<file path="src/rtl/calc_seq_alu.sv">
// calc_seq_alu: W-bit sequential ALU with a valid/ready handshake, shift-add multiply and,
// when macro CALC_DIV_EN is defined, a restoring unsigned divider (otherwise mode 111 flags err).
module calc_seq_alu #(
  parameter int W = 4
) (
  input  logic         clk,
  input  logic         rst,
  input  logic         in_valid,
  output logic         in_ready,
  input  logic [W-1:0] a,
  input  logic [W-1:0] b,
  input  logic [2:0]   modo,
  output logic [W-1:0] c,
  output logic         ovf,
  output logic         zero,
  output logic         err,
  output logic         out_valid,
  input  logic         out_ready
);
  // Handshake: an operation transfers on a rising edge with in_valid && in_ready (IDLE only);
  // a result transfers on an edge with out_valid && out_ready (DONE only), so the two never overlap.
  localparam int            CW       = $clog2(W + 1);
  localparam logic [CW-1:0] CNT_LAST = CW'(W);

  localparam logic [1:0] IDLE = 2'd0;
  localparam logic [1:0] MUL  = 2'd1;
`ifdef CALC_DIV_EN
  localparam logic [1:0] DIV  = 2'd2;
`endif
  localparam logic [1:0] DONE = 2'd3;

  logic [1:0]     state;
  logic [CW-1:0]  cnt;
  logic [2*W-1:0] mcand;
  logic [2*W-1:0] acc;
  logic [W-1:0]   mplier;

  assign in_ready  = (state == IDLE);
  assign out_valid = (state == DONE);

  // Single-cycle result path, evaluated on the live inputs at the accepting edge.
  logic [W:0]   sum_w;
  logic [W:0]   dif_w;
  logic [W-1:0] sc_c;
  logic         sc_ovf;
  logic         sc_err;

  always_comb begin
    sum_w  = {1'b0, a} + {1'b0, b};
    dif_w  = {1'b0, a} - {1'b0, b};
    sc_c   = '0;
    sc_ovf = 1'b0;
    sc_err = 1'b0;
    case (modo)
      3'b000: begin sc_c = dif_w[W-1:0]; sc_ovf = dif_w[W]; end
      3'b001: begin sc_c = sum_w[W-1:0]; sc_ovf = sum_w[W]; end
      3'b100: sc_c = a & b;
      3'b101: sc_c = a | b;
      3'b110: sc_c = a ^ b;
      3'b111: sc_err = 1'b1;
      default: ;
    endcase
  end

`ifdef CALC_DIV_EN
  logic [W-1:0] quo;
  logic [W-1:0] dvsr;
  logic [W-1:0] rem;
  logic [W-1:0] quo_nx;
  logic [W-1:0] rem_nx;
  logic [W:0]   rem_sh;
  logic [W:0]   trial;

  // One restoring step: shift the next dividend bit into the remainder, keep the
  // subtraction only when it does not borrow.
  always_comb begin
    rem_sh = {rem, quo[W-1]};
    trial  = rem_sh - {1'b0, dvsr};
    if (trial[W]) begin
      rem_nx = rem_sh[W-1:0];
      quo_nx = {quo[W-2:0], 1'b0};
    end else begin
      rem_nx = trial[W-1:0];
      quo_nx = {quo[W-2:0], 1'b1};
    end
  end
`endif

  always_ff @(posedge clk) begin
    if (rst) begin
      state  <= IDLE;
      cnt    <= '0;
      c      <= '0;
      ovf    <= 1'b0;
      zero   <= 1'b0;
      err    <= 1'b0;
      mcand  <= '0;
      acc    <= '0;
      mplier <= '0;
`ifdef CALC_DIV_EN
      quo    <= '0;
      dvsr   <= '0;
      rem    <= '0;
`endif
    end else begin
      case (state)
        IDLE: begin
          if (in_valid) begin
            if (modo == 3'b010) begin
              mcand  <= {{W{1'b0}}, a};
              mplier <= b;
              acc    <= '0;
              cnt    <= '0;
              state  <= MUL;
            end
`ifdef CALC_DIV_EN
            else if (modo == 3'b111) begin
              quo   <= a;
              dvsr  <= b;
              rem   <= '0;
              cnt   <= '0;
              state <= DIV;
            end
`endif
            else begin
              c     <= sc_c;
              ovf   <= sc_ovf;
              err   <= sc_err;
              zero  <= (sc_c == '0);
              state <= DONE;
            end
          end
        end
        MUL: begin
          // W shift-add steps, then one more edge to publish the product.
          if (cnt == CNT_LAST) begin
            c     <= acc[W-1:0];
            ovf   <= |acc[2*W-1:W];
            err   <= 1'b0;
            zero  <= (acc[W-1:0] == '0);
            state <= DONE;
          end else begin
            if (mplier[0]) acc <= acc + mcand;
            mcand  <= mcand << 1;
            mplier <= mplier >> 1;
            cnt    <= cnt + CW'(1);
          end
        end
`ifdef CALC_DIV_EN
        DIV: begin
          if (dvsr == '0) begin
            c     <= '1;
            ovf   <= 1'b1;
            err   <= 1'b0;
            zero  <= 1'b0;
            state <= DONE;
          end else if (cnt == CNT_LAST) begin
            c     <= quo;
            ovf   <= 1'b0;
            err   <= 1'b0;
            zero  <= (quo == '0);
            state <= DONE;
          end else begin
            quo <= quo_nx;
            rem <= rem_nx;
            cnt <= cnt + CW'(1);
          end
        end
`endif
        DONE: begin
          if (out_ready) state <= IDLE;
        end
        default: state <= IDLE;
      endcase
    end
  end

endmodule

</file>
<file path="config.mk">
export PLATFORM = sky130hd
export DESIGN_NAME = calc_seq_alu
export DESIGN_NICKNAME = d
export VERILOG_FILES = /design/src/rtl/calc_seq_alu.sv
export SDC_FILE = /design/constraint.sdc
export NUM_CORES = 1
export LEC_CHECK = 0
export CAP_MARGIN = 40
export CORE_AREA = 2 2 71 73
export CTS_BUF_LIST = sky130_fd_sc_hd__clkbuf_4 sky130_fd_sc_hd__clkbuf_8
export DETAILED_ROUTE_END_ITERATION = 16
export DIE_AREA = 0 0 73 75
export PLACE_DENSITY = 0.7
export SLEW_MARGIN = 30
export SYNTH_ARGS = -nofsm -noshare
export SYNTH_HDL_FRONTEND = slang
export SYNTH_SLANG_ARGS = --single-unit
</file>
<file path="constraint.sdc">
create_clock -name clk -period 5.4 [get_ports clk]
set_clock_uncertainty 0.15 [all_clocks]
set_input_delay 1.08 -clock clk [delete_from_list [all_inputs] [get_ports clk]]
set_output_delay 1.08 -clock clk [all_outputs]
set_load 0.02 [all_outputs]
</file>
==> results.json <==
{
  "yosys_most_used_dff": "dfxtp_1",
  "die_h_um": 75,
  "drt-met1-wl_um": 2270,
  "critical_path.cell_chain": "clkdlybuf4s50_1 -> inv_1 -> ha_1 -> fa_1 -> xor2_1 -> a2bb2oi_1 -> o2111ai_1 -> nor2_1 -> o2111ai_1 -> a221oi_2",
  "hold_slack_ns": 0.301,
  "placement.io_buffers": 23,
  "synth-edff-count": 0,
  "hold_violations": 0,
  "worst_setup_hold_path_clk_slew_ns": 0.07,
  "timing.critical_path.required_ns": 5.45,
  "maxCapViolations": 0,
  "cts.sinks": 32,
  "top_layer_used": "met4",
  "critPathCaptureType": "register",
  "post_synth_instance_area_mm2": 0.00228,
  "final_area_mm2": 0.00256,
  "ctsLongestPathBuffers": 2,
  "drive_gt1_share_pct": 8.16,
  "worst_slew_margin_rel_pct": 55.2,
  "vias_per_cell": 5.62,
  "core_utilization_of_the_finished_layout_pct": 55.0,
  "cts_max_level": 2,
  "yosys_register_bits": 32,
  "layout_common_cells": "nor2_1 (35), dfxtp_1 (32), a21oi_1 (23), clkdlybuf4s50_1 (23), ha_1 (21)",
  "die_area_mm2": 0.00548,
  "cts_made_buffers": 5,
  "postLayoutSetupSlackWorst_ns": 2.10,
  "r2r-end": "acc[7]",
  "synth_compound_area_share_pct": 26.3,
  "x_dimension_of_the_die_um": 73,
  "post_synthesis_area_per_instance_um2": 8.59,
  "layout.cells.most_common": "nor2_1",
  "fin_tns_setup_ns": 0,
  "worstMarginPinSlew_ns": 0.668,
  "post_synth_inst_count": 265,
  "run_status": "completed",
  "drt_pre_antenna_iters": 4,
  "grt_setup_unrepaired": "false",
  "cp_slowest_cell": "clkdlybuf4s50_1",
  "timing.critical_path.mode_cell": "o2111ai_1",
  "post-route-min-period_ns": 3.30,
  "num_vias": 1887,
  "synth-seq-area-share_pct": 28.1,
  "worst-r2r-setup-slack_ns": 3.17,
  "gp_congestion": 0.812,
  "antenna_violating_nets_post_route": 0,
  "critical_path.endpoint": "zero",
  "critical_path_buf_inv_count": 2,
  "critical_path_depth": 10,
  "post_synth_xor_xnor_area_pct": 3.46,
  "clock_root_cell": "clkbuf_8",
  "insertion_delay_ns": 0.28,
  "cp_data_arrival_time_ns": 3.35,
  "maximum_number_of_pins_on_one_net_before_global_route_repair": 33,
  "setup.worst_path.class": "input port to register",
  "setup.worst_path.start_class": "input port",
  "grt_pass1_vias": 1795,
  "groute.usage.overall_pct": 20.0,
  "synthSimpleGateAreaFrac_pct": 17.8,
  "post_cts.resized_instances": 0,
  "route.met2.wl_um": 2230,
  "layout.cells.non_filler": 336,
  "post_synth_fa_ha_maj_area_fraction_pct": 14.2,
  "dp_hpwl_um": 3620,
  "peakVddDrop_v": 0.000172,
  "setup.worst_path.start": "a[0]",
  "placed_cells_incl_taps": 328,
  "yosysWarningCount": 0,
  "dominant_combinational_cell_family_by_area_after_synthesis": "compound AO/OA/AOI/OAI gates",
  "r2r_cells": 5,
  "timing.critical_path.max_delay_family": "compound AO/OA/AOI/OAI gates",
  "num-nets-final": 320,
  "detail_route.iter0.violations": 145,
  "grt_antenna_before_repair": 0,
  "initial_core_util_pct": 48.8,
  "design.core.area_mm2": 0.00466,
  "timing.critical_path.fanout_max": 3,
  "final_max_slew_viol_count": 0,
  "std_cell_rows": 25,
  "power_density_over_the_cells_mw_per_mm2": 230,
  "cts_post_setup_buffers_inserted": 0,
  "reg2reg_from": "state[0]",
  "total_congestion_overflow_after_global_routing": 0,
  "cts_tree": "built",
  "ios": 24,
  "report.final.setup_viol": 0,
  "total_length_of_routed_met3_wires_um": 171,
  "post-route-drc-count": 0,
  "placement.cell_area_mm2": 0.00247,
  "leakagePower_nw": 1.05,
  "antenna_cells_inserted": 0,
  "yosys-mux-area-fraction_pct": 2.69,
  "place_ws_ns": 1.82,
  "layout_worst_path_cycle_share_pct": 61.0,
  "hold_buffers": 0,
  "max_stage_delay_ns": 0.51,
  "max_clock_freq_mhz": 303,
  "yosysUniqueCellTypes": 53,
  "wl_per_cell_um": 14.2,
  "synthArstFlopShare_pct": 0,
  "grt_first_pass_wirelength_um": 8400,
  "post_synthesis_to_final_layout_area_growth_pct": 12.6,
  "finalWirelength_um": 4790,
  "p_total_uw": 590,
  "syn-num-nets": 304,
  "min_path_type": "register to register"
}
==> registers in the layout, summed over array words and instances, names as in the netlist <==
register,cells
mplier,4
state,2
mcand,8
ovf,1
cnt,3
c,4
zero,1
err,1
acc,8
==> worst min-delay path by stage <==
stage / start / end / slack (ns) / cells after the start
floorplan: acc[0] / acc[0] / 0.31 / 2
global placement: ovf / ovf / 0.29 / 2
detailed placement: ovf / ovf / 0.30 / 2
CTS: ovf / ovf / 0.30 / 2
global route: ovf / ovf / 0.34 / 2
finish: ovf / ovf / 0.30 / 2
==> synth_stat cells, drive strengths merged (2+ instances only) <==
cell type | number | area share, %
a32oi | 2 | 0.77
a21o | 7 | 2.4
o211ai | 2 | 0.66
nand3b | 6 | 2.0
mux2i | 5 | 2.2
a22oi | 11 | 3.6
clkbuf | 4 | 1.1
o2111ai | 3 | 1.2
nand3 | 6 | 1.3
xnor2 | 5 | 1.9
nor3 | 4 | 1.1
nor2 | 35 | 5.8
a221oi | 2 | 1.3
a21oi | 25 | 6.5
nand2 | 16 | 2.6
o21ai | 9 | 2.0
fa | 3 | 2.6
nand2b | 3 | 0.82
and2 | 3 | 0.82
o21bai | 2 | 0.66
a211oi | 8 | 3.5
nor2b | 3 | 0.82
xor2 | 4 | 1.5
dfxtp | 32 | 28
inv | 15 | 2.5
buf | 11 | 3.9
ha | 21 | 12
==> tightest hold or removal path: cells and delay by family (launching register included) <==
family / cells / cell delay, ns
flip-flops: 1 / 0.31
AND/OR/NAND/NOR: 1 / 0.05
AO/OA/AOI/OAI: 1 / 0.05
==> power breakdown <==
part,total [mW],switching [mW],internal (mW)
sequential,0.260,0.0120,0.248
combinational,0.144,0.0816,0.0621
clock,0.186,0.0847,0.101
total,0.590,0.178,0.411
==> layout make-up <==
cell class / instances / area (µm²)
clock inverters: 2 / 10.0
inverters: 15 / 56.3
clock buffers: 6 / 82.6
multi-input cells: 203 / 1470
flip-flops and latches: 32 / 641
well taps: 54 / 67.6
fillers: 453 / 2100
repair buffers: 24 / 238
==> cell families (layout without fill, tap and decap cells) <==
logic type | after synthesis | in the layout
AO/OA/AOI/OAI | 81 | 81
multiplexers | 6 | 6
adder cells (fa/ha/maj) | 24 | 24
AND/OR/NAND/NOR | 83 | 83
buffers and inverters | 30 | 47
flip-flops | 32 | 32
XOR/XNOR | 9 | 9
==> layer usage <==
| layer | global-route usage [%] | vias up |
|---|---|---|
| li1 | - | 977 |
| met1 | 26.2 | 861 |
| met2 | 31.7 | 41 |
| met3 | 4.55 | 8 |
| met4 | 8.44 | 0 |
| met5 | 0 | - |
Note: power is estimated with default switching activity, not from simulation.
